**src/rtl/mole_round_controller_if.sv**
```systemverilog
// Signal bundle between the whack-a-mole round controller, the button front end and the difficulty timer.
// The slave modport is the controller's view; master is the driver (buttons + timer) side.
interface mole_round_controller_if #(
    parameter int NUM_MOLES = 8
);
    logic                 start_game;
    logic [NUM_MOLES-1:0] btn_hit;
    logic [1:0]           level_in;
    logic                 timeout_pulse;
    logic                 timer_active;
    logic                 timer_enable;
    logic                 timer_start;
    logic [1:0]           level_out;
    logic [NUM_MOLES-1:0] mole_onehot;
    logic [7:0]           score;
    logic [7:0]           misses;
    logic [7:0]           round_cnt;
    logic                 game_over;

    modport master (
        output start_game, btn_hit, level_in, timeout_pulse, timer_active,
        input  timer_enable, timer_start, level_out, mole_onehot,
               score, misses, round_cnt, game_over
    );

    modport slave (
        input  start_game, btn_hit, level_in, timeout_pulse, timer_active,
        output timer_enable, timer_start, level_out, mole_onehot,
               score, misses, round_cnt, game_over
    );
endinterface

```
**src/rtl/mole_round_controller.sv**
```systemverilog
// Whack-a-mole round sequencer: spawns a pseudo-random mole, scores hit/timeout, spaces rounds, ends the game.
// Optional macro LEVEL_RAMP_EN: raise level_out by one (max 2) after every RAMP_HITS consecutive hits.
module mole_round_controller #(
    parameter int         NUM_MOLES  = 8,
    parameter int         NUM_ROUNDS = 20,
    parameter int         MAX_MISSES = 5,
    parameter int         GAP_TICKS  = 2,
    parameter logic [7:0] LFSR_SEED  = 8'hA5,
    parameter int         RAMP_HITS  = 5
) (
    input  logic                   clk_game,
    input  logic                   rst,
    mole_round_controller_if.slave bus
);
    localparam int         IDX_W     = (NUM_MOLES > 1) ? $clog2(NUM_MOLES) : 1;
    localparam logic [7:0] LFSR_TAPS = 8'hB8;

    typedef enum logic [2:0] {
        S_IDLE  = 3'd0,
        S_SPAWN = 3'd1,
        S_LIGHT = 3'd2,
        S_WAIT  = 3'd3,
        S_GAP   = 3'd4,
        S_OVER  = 3'd5
    } state_t;

    state_t               r_state;
    state_t               w_state_next;
    logic [7:0]           r_lfsr;
    logic [7:0]           w_lfsr_next;
    logic [IDX_W-1:0]     r_prev_idx, w_prev_idx_next;
    logic [IDX_W-1:0]     r_idx, w_idx_next;
    logic [15:0]          r_gap_cnt, w_gap_cnt_next;
    logic                 r_timer_enable, w_timer_enable_next;
    logic                 r_timer_start, w_timer_start_next;
    logic [1:0]           r_level, w_level_next;
    logic [NUM_MOLES-1:0] r_mole, w_mole_next;
    logic [7:0]           r_score, w_score_next;
    logic [7:0]           r_misses, w_misses_next;
    logic [7:0]           r_round, w_round_next;
    logic                 r_game_over, w_game_over_next;
`ifdef LEVEL_RAMP_EN
    logic [7:0]           r_streak, w_streak_next;
`endif

    logic                 w_hit;
    logic                 w_gap_done;
    logic                 w_end_game;
    logic [IDX_W-1:0]     w_cand;
    logic [IDX_W-1:0]     w_sel;
    logic [NUM_MOLES-1:0] w_decode;
    logic [1:0]           w_level_sel;
    logic                 w_unused;

    // Galois LFSR x^8+x^6+x^5+x^4+1, right-shifting; feedback bit is the old LSB.
    genvar gi;
    generate
        for (gi = 0; gi < 8; gi++) begin : g_lfsr
            if (gi == 7) begin : g_msb
                assign w_lfsr_next[gi] = r_lfsr[0];
            end else begin : g_bit
                assign w_lfsr_next[gi] = r_lfsr[gi+1] ^ (LFSR_TAPS[gi] & r_lfsr[0]);
            end
        end
        for (gi = 0; gi < NUM_MOLES; gi++) begin : g_dec
            assign w_decode[gi] = (r_idx == IDX_W'(gi));
        end
    endgenerate

    assign w_cand      = r_lfsr[IDX_W-1:0];
    assign w_sel       = (w_cand == r_prev_idx) ? w_cand + IDX_W'(1) : w_cand;
    assign w_hit       = |(bus.btn_hit & w_decode);
    assign w_gap_done  = (r_gap_cnt == 16'(GAP_TICKS - 1));
    assign w_end_game  = (r_misses == 8'(MAX_MISSES)) || (r_round == 8'(NUM_ROUNDS));
    assign w_level_sel = (bus.level_in == 2'd3) ? 2'd2 : bus.level_in;
    // timer_active is status only and never steers the sequence.
    assign w_unused    = bus.timer_active ^ (RAMP_HITS == 0);

    always_ff @(posedge clk_game) begin
        if (rst) begin
            r_state <= S_IDLE;
        end else begin
            r_state <= w_state_next;
        end
    end

    always_comb begin
        w_state_next = r_state;
        unique case (r_state)
            S_IDLE, S_OVER: if (bus.start_game) w_state_next = S_SPAWN;
            S_SPAWN:        w_state_next = S_LIGHT;
            S_LIGHT:        w_state_next = S_WAIT;
            S_WAIT:         if (w_hit || bus.timeout_pulse) w_state_next = S_GAP;
            S_GAP:          if (w_gap_done) w_state_next = w_end_game ? S_OVER : S_SPAWN;
            default:        w_state_next = S_IDLE;
        endcase
    end

    always_comb begin
        w_prev_idx_next     = r_prev_idx;
        w_idx_next          = r_idx;
        w_gap_cnt_next      = r_gap_cnt;
        w_timer_enable_next = r_timer_enable;
        w_timer_start_next  = 1'b0;
        w_level_next        = r_level;
        w_mole_next         = r_mole;
        w_score_next        = r_score;
        w_misses_next       = r_misses;
        w_round_next        = r_round;
        w_game_over_next    = r_game_over;
`ifdef LEVEL_RAMP_EN
        w_streak_next       = r_streak;
`endif
        unique case (r_state)
            S_IDLE, S_OVER: begin
                if (bus.start_game) begin
                    w_score_next     = 8'd0;
                    w_misses_next    = 8'd0;
                    w_round_next     = 8'd0;
                    w_level_next     = w_level_sel;
                    w_game_over_next = 1'b0;
`ifdef LEVEL_RAMP_EN
                    w_streak_next    = 8'd0;
`endif
                end
            end
            S_SPAWN: begin
                w_idx_next      = w_sel;
                w_prev_idx_next = w_sel;
                w_round_next    = r_round + 8'd1;
            end
            S_LIGHT: begin
                w_mole_next         = w_decode;
                w_timer_start_next  = 1'b1;
                w_timer_enable_next = 1'b1;
            end
            S_WAIT: begin
                // A hit outranks a simultaneous timeout.
                if (w_hit) begin
                    w_score_next        = (r_score == 8'hFF) ? r_score : r_score + 8'd1;
                    w_mole_next         = '0;
                    w_timer_enable_next = 1'b0;
                    w_gap_cnt_next      = 16'd0;
`ifdef LEVEL_RAMP_EN
                    if (r_streak + 8'd1 == 8'(RAMP_HITS)) begin
                        w_streak_next = 8'd0;
                        if (r_level != 2'd2) w_level_next = r_level + 2'd1;
                    end else begin
                        w_streak_next = r_streak + 8'd1;
                    end
`endif
                end else if (bus.timeout_pulse) begin
                    w_misses_next       = (r_misses == 8'hFF) ? r_misses : r_misses + 8'd1;
                    w_mole_next         = '0;
                    w_timer_enable_next = 1'b0;
                    w_gap_cnt_next      = 16'd0;
`ifdef LEVEL_RAMP_EN
                    w_streak_next       = 8'd0;
`endif
                end
            end
            S_GAP: begin
                w_gap_cnt_next = r_gap_cnt + 16'd1;
                if (w_gap_done && w_end_game) w_game_over_next = 1'b1;
            end
            default: ;
        endcase
    end

    always_ff @(posedge clk_game) begin
        if (rst) begin
            r_lfsr         <= LFSR_SEED;
            r_prev_idx     <= '0;
            r_idx          <= '0;
            r_gap_cnt      <= 16'd0;
            r_timer_enable <= 1'b0;
            r_timer_start  <= 1'b0;
            r_level        <= 2'd0;
            r_mole         <= '0;
            r_score        <= 8'd0;
            r_misses       <= 8'd0;
            r_round        <= 8'd0;
            r_game_over    <= 1'b0;
`ifdef LEVEL_RAMP_EN
            r_streak       <= 8'd0;
`endif
        end else begin
            r_lfsr         <= w_lfsr_next;
            r_prev_idx     <= w_prev_idx_next;
            r_idx          <= w_idx_next;
            r_gap_cnt      <= w_gap_cnt_next;
            r_timer_enable <= w_timer_enable_next;
            r_timer_start  <= w_timer_start_next;
            r_level        <= w_level_next;
            r_mole         <= w_mole_next;
            r_score        <= w_score_next;
            r_misses       <= w_misses_next;
            r_round        <= w_round_next;
            r_game_over    <= w_game_over_next;
`ifdef LEVEL_RAMP_EN
            r_streak       <= w_streak_next;
`endif
        end
    end

    assign bus.timer_enable = r_timer_enable;
    assign bus.timer_start  = r_timer_start;
    assign bus.level_out    = r_level;
    assign bus.mole_onehot  = r_mole;
    assign bus.score        = r_score;
    assign bus.misses       = r_misses;
    assign bus.round_cnt    = r_round;
    assign bus.game_over    = r_game_over;
endmodule
```
**src/flat_wrapper.sv**
```systemverilog
// flat-port wrapper written by rule: the top's interface ports become plain ports
module mole_round_controller_flat 
#(
    parameter int         NUM_MOLES  = 8,
    parameter int         NUM_ROUNDS = 20,
    parameter int         MAX_MISSES = 5,
    parameter int         GAP_TICKS  = 2,
    parameter logic [7:0] LFSR_SEED  = 8'hA5,
    parameter int         RAMP_HITS  = 5
)
  (clk_game, rst, bus_start_game, bus_btn_hit, bus_level_in, bus_timeout_pulse, bus_timer_active, bus_timer_enable, bus_timer_start, bus_level_out, bus_mole_onehot, bus_score, bus_misses, bus_round_cnt, bus_game_over);
  mole_round_controller_if #(.NUM_MOLES(NUM_MOLES)) bus_i ();
  input  logic clk_game;
  input  logic rst;
  input wire logic [$bits(bus_i.start_game)-1:0] bus_start_game;
  input wire logic [$bits(bus_i.btn_hit)-1:0] bus_btn_hit;
  input wire logic [$bits(bus_i.level_in)-1:0] bus_level_in;
  input wire logic [$bits(bus_i.timeout_pulse)-1:0] bus_timeout_pulse;
  input wire logic [$bits(bus_i.timer_active)-1:0] bus_timer_active;
  output wire logic [$bits(bus_i.timer_enable)-1:0] bus_timer_enable;
  output wire logic [$bits(bus_i.timer_start)-1:0] bus_timer_start;
  output wire logic [$bits(bus_i.level_out)-1:0] bus_level_out;
  output wire logic [$bits(bus_i.mole_onehot)-1:0] bus_mole_onehot;
  output wire logic [$bits(bus_i.score)-1:0] bus_score;
  output wire logic [$bits(bus_i.misses)-1:0] bus_misses;
  output wire logic [$bits(bus_i.round_cnt)-1:0] bus_round_cnt;
  output wire logic [$bits(bus_i.game_over)-1:0] bus_game_over;
  assign bus_i.start_game = bus_start_game;
  assign bus_i.btn_hit = bus_btn_hit;
  assign bus_i.level_in = bus_level_in;
  assign bus_i.timeout_pulse = bus_timeout_pulse;
  assign bus_i.timer_active = bus_timer_active;
  assign bus_timer_enable = bus_i.timer_enable;
  assign bus_timer_start = bus_i.timer_start;
  assign bus_level_out = bus_i.level_out;
  assign bus_mole_onehot = bus_i.mole_onehot;
  assign bus_score = bus_i.score;
  assign bus_misses = bus_i.misses;
  assign bus_round_cnt = bus_i.round_cnt;
  assign bus_game_over = bus_i.game_over;
  mole_round_controller #(.NUM_MOLES(NUM_MOLES), .NUM_ROUNDS(NUM_ROUNDS), .MAX_MISSES(MAX_MISSES), .GAP_TICKS(GAP_TICKS), .LFSR_SEED(LFSR_SEED), .RAMP_HITS(RAMP_HITS)) u_core (.clk_game(clk_game), .rst(rst), .bus(bus_i));
endmodule
```
**config.mk**
```make
export PLATFORM = sky130hd
export DESIGN_NAME = mole_round_controller_flat
export DESIGN_NICKNAME = d
export VERILOG_FILES = /design/src/rtl/mole_round_controller_if.sv /design/src/rtl/mole_round_controller.sv /design/src/flat_wrapper.sv
export SDC_FILE = /design/constraint.sdc
export NUM_CORES = 1
export LEC_CHECK = 0
export ABC_AREA = 1
export CAP_MARGIN = 20
export CORE_UTILIZATION = 35
export DETAILED_ROUTE_END_ITERATION = 10
export PLACE_DENSITY = 0.54
export SYNTH_ARGS = -nofsm -noshare
export SYNTH_HDL_FRONTEND = slang
export SYNTH_SLANG_ARGS = --single-unit
```
**constraint.sdc**
```tcl
create_clock -name clk_game -period 1.8 [get_ports clk_game]
set_input_delay 0.54 -clock clk_game [delete_from_list [all_inputs] [get_ports clk_game]]
set_output_delay 0.54 -clock clk_game [all_outputs]
set_load 0.01 [all_outputs]
```
### Word level (Yosys, flattened, before mapping)

Cells that the tools add are included.

* bits in registers: 67
* latch bits: 0
* RAM bits: 0
* bits in read-only memories: 0
* input bits: 15
* word-level logic and storage cells: 99
* memories kept: 0

* $add $sub $neg: 5
* multiply operators: 0
* div/mod/pow operators: 0
* magnitude comparators: 0
* equality and inequality tests: 29
* shift operators: 0
* mux-type cells: 29
* bitwise operators: 4
* reduce and logical (&&, ||, !) cells: 20

Operators by type and width (count)
* 8-bit two-way mux: 8
* 8-bit case mux with 2 select lines: 4
* 16-bit two-way mux: 2
* 16-bit case mux with 2 select lines: 1
* 8-bit by 1-bit adder with 8-bit output, second input constant: 3
* 3-bit == test, second input constant: 6
* 16-bit by 1-bit adder with 16-bit output, second input constant: 1
* 16-bit by 1-bit == test with 1-bit output, second input constant: 1
* 8-bit == test, second input constant: 2
* 3-bit two-way mux: 5
* 3-bit case mux with 5 select lines: 1
* 3-bit by 2-bit == test with 1-bit output, second input constant: 4
* 2-bit inequality test, second input constant: 5
* 2-bit nonzero test: 5
* 8-bit bitwise AND: 1
* 8-bit by 3-bit == test with 1-bit output, second input constant: 1
* 8-bit by 5-bit == test with 1-bit output, second input constant: 1
* 2-bit by 1-bit inequality test with 1-bit output, second input constant: 4
* 2-bit AND reduction: 4
* 8-bit OR reduction: 1
* 3-bit by 1-bit == test with 1-bit output, second input constant: 2
* 3-bit logical NOT: 2
* 3-bit AND reduction: 2
* 1-bit two-way mux: 5
* 12 further kinds: 16

### Longest topological paths before layout

* depth after elaboration: 6
* mapped depth: 11
* depth with buffers taken out: 10

### Worst setup path after synthesis

Ideal clock, no wire load.

* kind: reg2reg
* start point: register u_core.r_score[0] (netlist: u_core.bus.score[0])
* end point: register u_core.r_score[2] (netlist: u_core.bus.score[2])
* setup time: 0.068 ns
* arrival time: 1.474 ns
* data required time: 1.732 ns
* setup slack: 0.258 ns
* cell stages (with the launch flop): 8
* path buffers: 0
* clock period less this slack: 1.542 ns
* cells stage by stage: dfxtp_1 > ha_1 > nand2_1 > nor3_2 > nand3_4 > nand3_4 > nand2_2 > a21oi_2

* cells in the longest elaborated chain, start to end: 4
* elaborated cells between the ends (all ways): 7
* those cells by class: 1 x add/sub; 2 x eq/ne; 3 x mux; 1 x reduce/logical

Ends and longest elaborated chain
* start: declaration: line mole_round_controller.sv:38 `logic [7:0] r_score, w_score_next;`
* start signal: assignment: line mole_round_controller.sv:196 `r_score <= w_score_next;`
* 8-bit by 1-bit adder with 8-bit output: line mole_round_controller.sv:140 `w_score_next = (r_score == 8'hFF) ? r_score : r_score + 8'd1;`
* 8-bit two-way mux: line mole_round_controller.sv:140
* 8-bit two-way mux: line mole_round_controller.sv:139 `if (w_hit) begin`
* 8-bit case mux with 2 select lines: line mole_round_controller.sv:114 `unique case (r_state)`

Several ways; a longest one is shown, not always the timed one. The select of a mux whose other input is x is not followed.
A chain may end at the register's enable or synchronous reset.

### Worst setup path after layout

* start point: register u_core.r_timer_start (netlist: u_core.bus.timer_start)
* end point: output port bus_timer_start

RTL lines
* start: declaration: line mole_round_controller.sv:35 `logic r_timer_start, w_timer_start_next;`
* start signal: assignment: line mole_round_controller.sv:193 `r_timer_start <= w_timer_start_next;`
* end: declaration: line flat_wrapper.sv:21 `output wire logic [$bits(bus_i.timer_start)-1:0] bus_timer_start;`

No word-level cell between the ends.

==> results.toml <==
[place]
routabilityCongestion = 0.849
dp_cells = 716
place_ws_ns = -0.269
hpwl_um = 6510
portBuffers = 50

[clock_tree]
cts_buffers = 9
cts-root-buf = "clkbuf_8"
clk_path_buf_depth = 2
insertion_delay_ns = 0.35
clk_pin_slew_worst_paths_ns = 0.08
clock_sinks = 67
htree_levels = 3
cts_setup_buffers = 0
cts_tree = "built"

[setup_path]
crit_type = "flip-flop to output port"
path_cells = "clkdlybuf4s50_1"
cp-end-kind = "output port"
cp_slowest_stage_delay_ns = 0.52
cp-start-kind = "flip-flop"
cp_slowest_cell = "clkdlybuf4s50_1"
path_delay_family = "buffers and inverters"
worst-path-buf-inv = 1
required_ns = 1.26
cp.arrival_ns = 1.18
crit_fanout = 1

[timing]
setup_ws_ns = 0.0764
fmax_mhz = 580
hold_viol_final = 0
slew_headroom = 0.774
finalSetupViolCount = 0
rsz0062_at_grt = "true"
skew_ns = 0.00928
tns_ns = 0
post-route-period-util = 0.958
min_period_ns = 1.72
worstMarginPinSlew_ns = 0.336
finalMaxSlewViolations = 0

[die]
dieHeight_um = 104
rows = 37
die-area_um2 = 10900
start_util = 0.359
die_width_um = 104
fp.coreArea_um2 = 10200
ios = 52

[logic_synthesis]
synth_xor_area_frac = 0.0239
synth_most_common_cell = "nand2_1"
ys_top_cells_by_area = "dfxtp_1, nand2_1, nand3_1"
synth_area_leader_cell = "dfxtp_1"
yosysWarnings = 0
synth_area_per_cell_um2 = 7.11
synth_top_area_share = 0.365
synth_edf_count = 0
synth_nets = 539
synth_compound_area_frac = 0.127
synthSimpleGateAreaFrac = 0.371
synthArstFlopShare = 0
synth-seq-cells = 67
synthMuxAreaShare = 0
yosysUniqueCellTypes = 44
synth_top_family_by_area = "simple AND/OR/NAND/NOR gates"
synth_area_um2 = 3670
yosysSeqAreaShare = 0.365
synth_fa_ha_area_frac = 0.0273
ys.flop_type = "dfxtp_1"
yosys-top-cells-count = "nand2_1, dfxtp_1, nor2_1"
synthCells = 516

[power_and_ir_drop]
vdd_drop_max_mv = 0.525
swShare = 0.381
p_comb_frac = 0.370
seqPwrFrac = 0.353
total_power_uw = 5070
p_per_area_nw_per_um2 = 1080
leakagePower_uw = 0.00208
switching_power_uw = 1930
p_int_uw = 3140
p_clk_frac = 0.277

[worst_hold_path]
hold_path.class = "flip-flop to flip-flop"

[run_status]
outcome = "finished, final reports clean"

[detailed_routing]
firstDrtPassIters = 6
ant_nets = 0
routed_wirelength_um = 9190
drtIter0Drc = 205
avgRoutedWirePerCell_um = 12.6
vias = 3545
viasPerCell = 4.84
drc = 0

[grt]
grt_overflow = 0
grt.total_usage = 0.179
grt_pass1_wl_um = 15700
antenna_found_initial = 0
grt_max_degree = 50
grt_pass1_vias = 3380

[finish]
regArea_um2 = 1360
multi_input_area_um2 = 2030
area_growth_pct = 28.3
fill_cells = 1043
final_nets = 614
drive_above_1_share = 0.173
final_cells = 732
diodes = 0

[run]
drv_cap = 0
-- stage by stage --
step	cell area (um^2)	hold WS, ns	util
after detailed placement	4480	0.398	0.437
after global routing	4710	0.450	0.460
after global placement	4480	0.393	0.437
final	4710	0.411	0.460
after CTS	4670	0.414	0.457
after floorplan	3670	0.388	-
-- layout by cell type (no fill, tap or decap), types with 4 or more instances in the layout --
cell,instances
nor2_4,5
a21oi_1,48
o21ai_0,17
nor2_1,50
inv_1,49
buf_4,29
dfxtp_1,54
ha_1,8
nand4_1,24
o21ai_1,6
xor2_1,5
nand3_1,50
xnor2_1,5
nand2_1,105
a21oi_2,6
or2_2,4
nand2_2,11
dlymetal6s2s_1,8
dlygate4sd2_1,28
inv_2,5
dfxtp_2,13
nor3_1,6
clkdlybuf4s50_1,13
clkbuf_8,9
-- power by group through the flow --
stage | sequential, uW | clock [uW] | combinational [uW]
global placement | 1820 | 0 | 1890
CTS | 1790 | 1450 | 1880
detailed placement | 1820 | 0 | 1910
finish | 1790 | 1400 | 1880
floorplan | 1830 | 0 | 1190
global route | 1810 | 1510 | 2080
-- worst paths after layout --
check,startpoint,to,slack (ns),cells after the start
max,u_core.bus.timer_start$_SDFF_PP0_,bus_timer_start,0.08,1
min,u_core.r_lfsr[7]$_SDFF_PP1_,u_core.r_lfsr[6]$_SDFF_PP0_,0.41,2
max reg2reg,u_core.r_prev_idx[2]$_SDFFE_PP0P_,u_core.r_gap_cnt[3]$_SDFFE_PP0P_,0.14,8
min reg2reg,u_core.r_lfsr[7]$_SDFF_PP1_,u_core.r_lfsr[6]$_SDFF_PP0_,0.41,2
-- what timing repair did --
item / CTS / global route
gates resized for setup: 41 / 12
setup endpoints to repair: 28 / 14
hold buffers: 0 / 0
pin swaps: 0 / 0
-- final cells by class --
class / count / area share
Timing Repair Buffer: 80 / 0.152
Tap cell: 136 / 0.0361
Inverter: 56 / 0.0457
Clock inverter: 7 / 0.0197
Multi-Input combinational cell: 377 / 0.432
Sequential cell: 67 / 0.288
Clock buffer: 9 / 0.0263
-- registers in the layout, summed over array words and instances, names as in the netlist --
name and flops:
u_core.bus.level_out 2, u_core.bus.score 8, u_core.bus.game_over 1, u_core.bus.mole_onehot 8, u_core.bus.timer_start 1, u_core.r_lfsr 8
u_core.bus.misses 8, u_core.bus.timer_enable 1, u_core.r_gap_cnt 16, u_core.r_prev_idx 3, u_core.r_state 3, u_core.bus.round_cnt 8
-- metal layers --
layer	up-vias	global-route usage	part of all wire
li1	1861	-	-
met2	61	0.299	0.47
met5	-	0	0
met3	7	0.0520	0.037
met4	0	0.0541	0.010
met1	1616	0.220	0.48
-- cells by family (layout without fill, tap and decap cells) --
group / count (synthesis) / after routing
AO/OA/AOI/OAI: 85 / 85
flip-flops: 67 / 67
AND/OR/NAND/NOR: 274 / 274
buffers and inverters: 72 / 152
XOR/XNOR: 10 / 10
adder cells (fa/ha/maj): 8 / 8
No activity file was read; power rests on OpenSTA's default activity.
==> edit 1, RTL diff (config.mk and constraints unchanged) <==
`NUM_MOLES` is set to 8 in 3 places; all go to 16.
--- a/src/rtl/mole_round_controller_if.sv
+++ b/src/rtl/mole_round_controller_if.sv
@@ -1,7 +1,7 @@
 // Signal bundle between the whack-a-mole round controller, the button front end and the difficulty timer.
 // The slave modport is the controller's view; master is the driver (buttons + timer) side.
 interface mole_round_controller_if #(
-    parameter int NUM_MOLES = 8
+    parameter int NUM_MOLES = 16
 );
     logic                 start_game;
     logic [NUM_MOLES-1:0] btn_hit;
--- a/src/rtl/mole_round_controller.sv
+++ b/src/rtl/mole_round_controller.sv
@@ -1,7 +1,7 @@
 // Whack-a-mole round sequencer: spawns a pseudo-random mole, scores hit/timeout, spaces rounds, ends the game.
 // Optional macro LEVEL_RAMP_EN: raise level_out by one (max 2) after every RAMP_HITS consecutive hits.
 module mole_round_controller #(
-    parameter int         NUM_MOLES  = 8,
+    parameter int         NUM_MOLES  = 16,
     parameter int         NUM_ROUNDS = 20,
     parameter int         MAX_MISSES = 5,
     parameter int         GAP_TICKS  = 2,
--- a/src/flat_wrapper.sv
+++ b/src/flat_wrapper.sv
@@ -1,7 +1,7 @@
 // flat-port wrapper written by rule: the top's interface ports become plain ports
 module mole_round_controller_flat 
 #(
-    parameter int         NUM_MOLES  = 8,
+    parameter int         NUM_MOLES  = 16,
     parameter int         NUM_ROUNDS = 20,
     parameter int         MAX_MISSES = 5,
     parameter int         GAP_TICKS  = 2,
Ports: changed (resized bus_btn_hit and bus_mole_onehot); port bits go from 52 to 68. No check against the original RTL was run, so the function may have changed too.
==> edit 1 against the original RTL <==
  * Worst setup slack worse by 0.11 ns
  * Routed wire length up 24%
  * Synthesized cell count up 12%
  * The run now ends with negative setup slack left
  * Area after synthesis up 11%
  * Worst hold slack worse by 0.0081 ns
  * Highest routed layer unchanged
  * Power up 37%
  * Cell area up 26%
  * Count of clock-buffer cells in the layout unchanged
  * Sequential cell count up 9
==> edit 1: results (changes against the original RTL) <==
Route
  • Drt pass-1 iters: 4 (-2)
  • Initial DRC count: 172 (-16%)
  • WL per Instance: 13.5 um (+7.1%)
  • Average via count per standard cell: 4.94 (+2.0%)

Logic synthesis
  • Synth warn: 0 (unchanged)
  • Commonest cells post-synth: nand2_1 (122), dfxtp_1 (76), nand3_1 (65), nor2_1 (54), inv_1 (50)
  • Post-synthesis async set-or-reset flop share: 0% (unchanged)
  • Post-synthesis sequential area ratio: 37.3% (+0.74 points)
  • Main synth FF type: dfxtp_1
  • Synth cell types: 37 (-16%)
  • Syn_nets: 609 (+13%)
  • Top post-synthesis cells by area: dfxtp_1 (37%), nand2_1 (11%), nand3_1 (8.0%)

CTS
  • H-Tree Depth: 3 (unchanged)
  • Worst-Skew Late Latency: 0.34 ns
  • Longest Clk Path Bufs: 2 (unchanged)
  • CTS clk-pin slew, worst paths: 0.07 ns
  • Clk root buf: clkbuf_16

Placed design
  • Buffers on Ports: 66 (+32%)
  • HPWL after DPL: 7980 um (+23%)
  • Gpl congestion: 0.849 (about the same)

Outcome
  • Outcome: finished with violations
  • Violated checks: negative setup slack

Global route
  • Number of global-route vias before repair: 4,025 (+19%)
  • Initial antenna violation count: 0 (unchanged)
  • First-pass GRT wire length: 18,700 um (+19%)
  • GR Util met2: 32.7% (+2.8 points)
  • Grt met1 use: 26.4% (+4.4 points)
  • Largest net degree at the start of global routing: 26 (-48%)
  • Gr usage total: 19.7% (+1.9 points)
  • M3 GR Usage: 3.23% (-2.0 points)

Pwr
  • Worst vdd ir: 0.705 mV (+34%)
  • Static Leak: 0.00275 uW (+32%)

STA
  • Final setup margin: -0.0361 ns (-0.113 ns)
  • Worst clock skew: 0.00862 ns (-0.000663 ns)
  • Final setup TNS: -0.258 ns (-0.258 ns)
  • Slew of the pin with the lowest slew margin: 0.405 ns (+0.0683 ns)
  • Endpoints failing setup: 14 (+14)

Worst setup path
  • WP data arrival: 2.11 ns (+0.93 ns)
  • Max FO, Critical Path: 5 (+4)

Final layout
  • # fillers: 1,142 (+9.5%)
  • # diodes: 0 (unchanged)
  • Layout cell share with drive strength beyond 1: 28.0% (+11 points)
  • Nets: 729 (+19%)

Worst hold path
  • Hold WC Path Type: flip-flop to flip-flop
[edit 1: cell types whose count changed after synthesis, sizes merged, moves of 3 or more]
cell / delta
clkbuf: +5
a21oi: +13
xor2: +5
nand4: -12
nand3: +13
nor3: +3
dfxtp: +9
buf: -4
nand2: +25
[edit 1: layer usage]
metal	vias up	part of all wire (%)
li1	2155	-
met1	1942	47
met2	71	48
met3	13	3.9
met4	0	1.3
met5	-	0
[edit 1: worst max-delay path, stage by stage]
cell and delay, ns:
clkdlybuf4s50_1 0.41, nand3_1 0.11, nand2_2 0.08, nor2_4 0.11, nand2_2 0.07, nor2_4 0.16, nand2_4 0.12, o21ai_4 0.14
buf_6 0.19, nand2_4 0.05, a21oi_2 0.12
[edit 1: area by class of cell]
type / count / share of cell area [%]
Multi-Input combinational cell: 429 / 41.8
Sequential cell: 76 / 26.0
Timing Repair Buffer: 125 / 20.0
Clock buffer: 9 / 3.78
Inverter: 57 / 3.64
Tap cell: 143 / 3.01
Clock inverter: 7 / 1.68
[edit 1: per-stage QoR]
step | hold WS [ns] | instances | setup WS (ns) | cell area (um^2) | util (%)
final | 0.403 | 846 | -0.0361 | 5950 | 52.4
after global routing | 0.428 | 846 | -0.128 | 5950 | 52.4
after CTS | 0.406 | 841 | -0.0217 | 5590 | 49.1
after detailed placement | 0.399 | 821 | -0.423 | 5210 | 45.8
after global placement | 0.392 | 821 | -0.400 | 5210 | 45.8
after floorplan | 0.388 | 578 | 0.132 | 4080 | -
[edit 1: worst paths after layout]
kind | startpoint | to | slack, ns | cells past startpoint
hold / removal | u_core.r_lfsr[7] | u_core.r_lfsr[6] | 0.40 | 2
hold reg to reg | u_core.r_lfsr[7] | u_core.r_lfsr[6] | 0.40 | 2
setup / recovery | bus_btn_hit[4] | u_core.bus.mole_onehot[14] | -0.04 | 11
setup reg to reg | u_core.r_prev_idx[1] | u_core.bus.mole_onehot[14] | 0 | 13
[edit 1: logic make-up after synthesis]
| group | after synthesis | share of synthesized area (%) |
|---|---|---|
| simple gates | 308 | 34.9 |
| compound gates | 99 | 15.1 |
| flops | 76 | 37.3 |
| buf+inv | 74 | 7.48 |
| xor+xnor | 13 | 2.79 |
| fa+ha+maj | 8 | 2.45 |
[edit 1: repair_timing]
| action | 4_1_cts | 5_1_grt |
|---|---|---|
| hold endpoints to repair | 0 | 0 |
| pin swaps | 4 | 31 |
| setup endpoints to repair | 72 | 68 |
| setup buffers | 3 | 6 |
| cloned | 1 | 1 |
| resized for setup | 38 | 99 |
[edit 1: power by group]
group / switching, uW / internal (uW) / leakage (uW)
clock network: 769 / 1220 / 0.000148
registers: 199 / 1870 / 0.000624
logic: 1660 / 1210 / 0.00198
==> edit 2, RTL diff (config.mk and constraints unchanged) <==
Without the edit above. Reset style: asynchronous (`rst`), changed in 2 clocked blocks.
--- a/src/rtl/mole_round_controller.sv
+++ b/src/rtl/mole_round_controller.sv
@@ -76,7 +76,7 @@
     // timer_active is status only and never steers the sequence.
     assign w_unused    = bus.timer_active ^ (RAMP_HITS == 0);
 
-    always_ff @(posedge clk_game) begin
+    always_ff @(posedge clk_game or posedge rst) begin
         if (rst) begin
             r_state <= S_IDLE;
         end else begin
@@ -167,7 +167,7 @@
         endcase
     end
 
-    always_ff @(posedge clk_game) begin
+    always_ff @(posedge clk_game or posedge rst) begin
         if (rst) begin
             r_lfsr         <= LFSR_SEED;
             r_prev_idx     <= '0;
Behaviour: differs if rst is asserted again (counterexample within 4 cycles, from zero or initial values and one cycle with rst high); with rst held inactive, the same outputs for 10 cycles.
==> edit 2 against the original RTL <==
  * Critical endpoint is now bus_mole_onehot[2]
  * Routed wire length down 4.5%
  * Critical path type unchanged
  * Combinational power up 13%
  * Worst setup slack worse by 0.031 ns
  * Area after synthesis up 1.9%
  * Sequential share of layout area up 5.8 points
  * Sequential cell count unchanged
  * Cell area up 3.3%
  * Worst hold slack worse by 0.046 ns
  * Power up 8.7%
==> edit 2: results (changes against the original RTL) <==
Outcome
  • Outcome: finished clean

Pwr
  • Worst vdd ir: 0.562 mV (+7.2%)
  • Static Leak: 0.00267 uW (+29%)
  • PD cells: 1130 nW/um^2 (+5.3%)

Final layout
  • Invs w/o clock: 48 (-14%)
  • Non-filler instance count after layout: 693 (-5.3%)
  • Nets: 575 (-6.4%)
  • Layout cell share with drive strength beyond 1: 14.9% (-2.4 points)
  • Layout area overhead: 30.0%
  • Seq area share: 34.6% (+5.8 points)
  • #MultiIn Comb: 346 (-8.2%)
  • Clock buffers: 11 (+2)
  • Multi-input gate area: 1840 um^2 (-9.6%)
  • Num sequential: 67 (unchanged)

Placed design
  • Placed cells: 664 (-7.3%)
  • HPWL after DPL: 5910 um (-9.3%)
  • Pre-CTS WS: -0.189 ns (+0.0807 ns)
  • Gpl congestion: 0.810 (-4.6%)

Worst hold path
  • Min-delay src: u_core.r_lfsr[3]
  • Cells on Worst Hold Path: 0 (-2)

Logic synthesis
  • Main synth FF type: dfrtp_1
  • Commonest cells post-synth: nand2_1 (131), dfrtp_1 (63), nand3_1 (57), inv_1 (43), nor2_1 (40)
  • Syn_nets: 494 (-8.3%)
  • Top post-synthesis cells by area: dfrtp_1 (42%), nand2_1 (13%), nand3_1 (7.6%)
  • Post-synthesis sequential area ratio: 44.9% (+8.4 points)

Global route
  • First-pass GRT wire length: 15,200 um (-3.1%)
  • GR Util met2: 27.2% (-2.7 points)
  • M3 GR Usage: 4.02% (-1.2 points)
  • Gr usage total: 17.1% (-0.80 points)

Worst setup path
  • FF-to-FF setup slack: 0.11 ns (-0.03 ns)
  • Reg2reg end: u_core.bus.score[3]
  • Worst setup path endpoint: bus_mole_onehot[2]
  • Max FO, Critical Path: 2 (+1)
  • R2R depth: 9 (+1)

STA
  • Slew of the pin with the lowest slew margin: 0.454 ns (+0.117 ns)
  • Fin Hold WS: 0.365 ns (-0.0459 ns)
  • Worst clock skew: 0.0124 ns (+0.00308 ns)

Route
  • WL per Instance: 12.7 um (+0.89%)
  • Average via count per standard cell: 4.86 (+0.32%)
  • Routed met2 length: 4060 um (-6.7%)
[edit 2: cell types whose count changed after synthesis, sizes merged, moves of 5 or more]
cell,delta
dfxtp,-67
dfrtp,+63
a21oi,-47
nand2,+22
nor2,-12
inv,-9
xor2,+6
a31o,+5
[edit 2: kinds of logic (layout without fill, tap and decap cells)]
family / Yosys count / count (layout) / synth area share (%)
DFF: 67 / 67 / 44.9
xor gates and xnor gates: 16 / 16 / 3.74
AOI/OAI and AO/OA: 37 / 37 / 5.68
muxes: 1 / 1 / 0.267
buffers and inverters: 58 / 144 / 6.69
adders and majority gates: 8 / 8 / 2.67
and+or+nand+nor: 284 / 284 / 36.0
[edit 2: what timing repair did]
item	in CTS	in global routing
resized for setup	19	23
setup buffers	12	1
endpoints found under the setup margin	26	29
[edit 2: report_power, final]
group | total [uW] | switching [uW] | leakage [uW] | internal (uW)
logic | 2120 | 1240 | 0.00167 | 876
clock network | 1400 | 590 | 0.000109 | 814
registers | 1990 | 232 | 0.000896 | 1760
total | 5510 | 2060 | 0.00267 | 3450
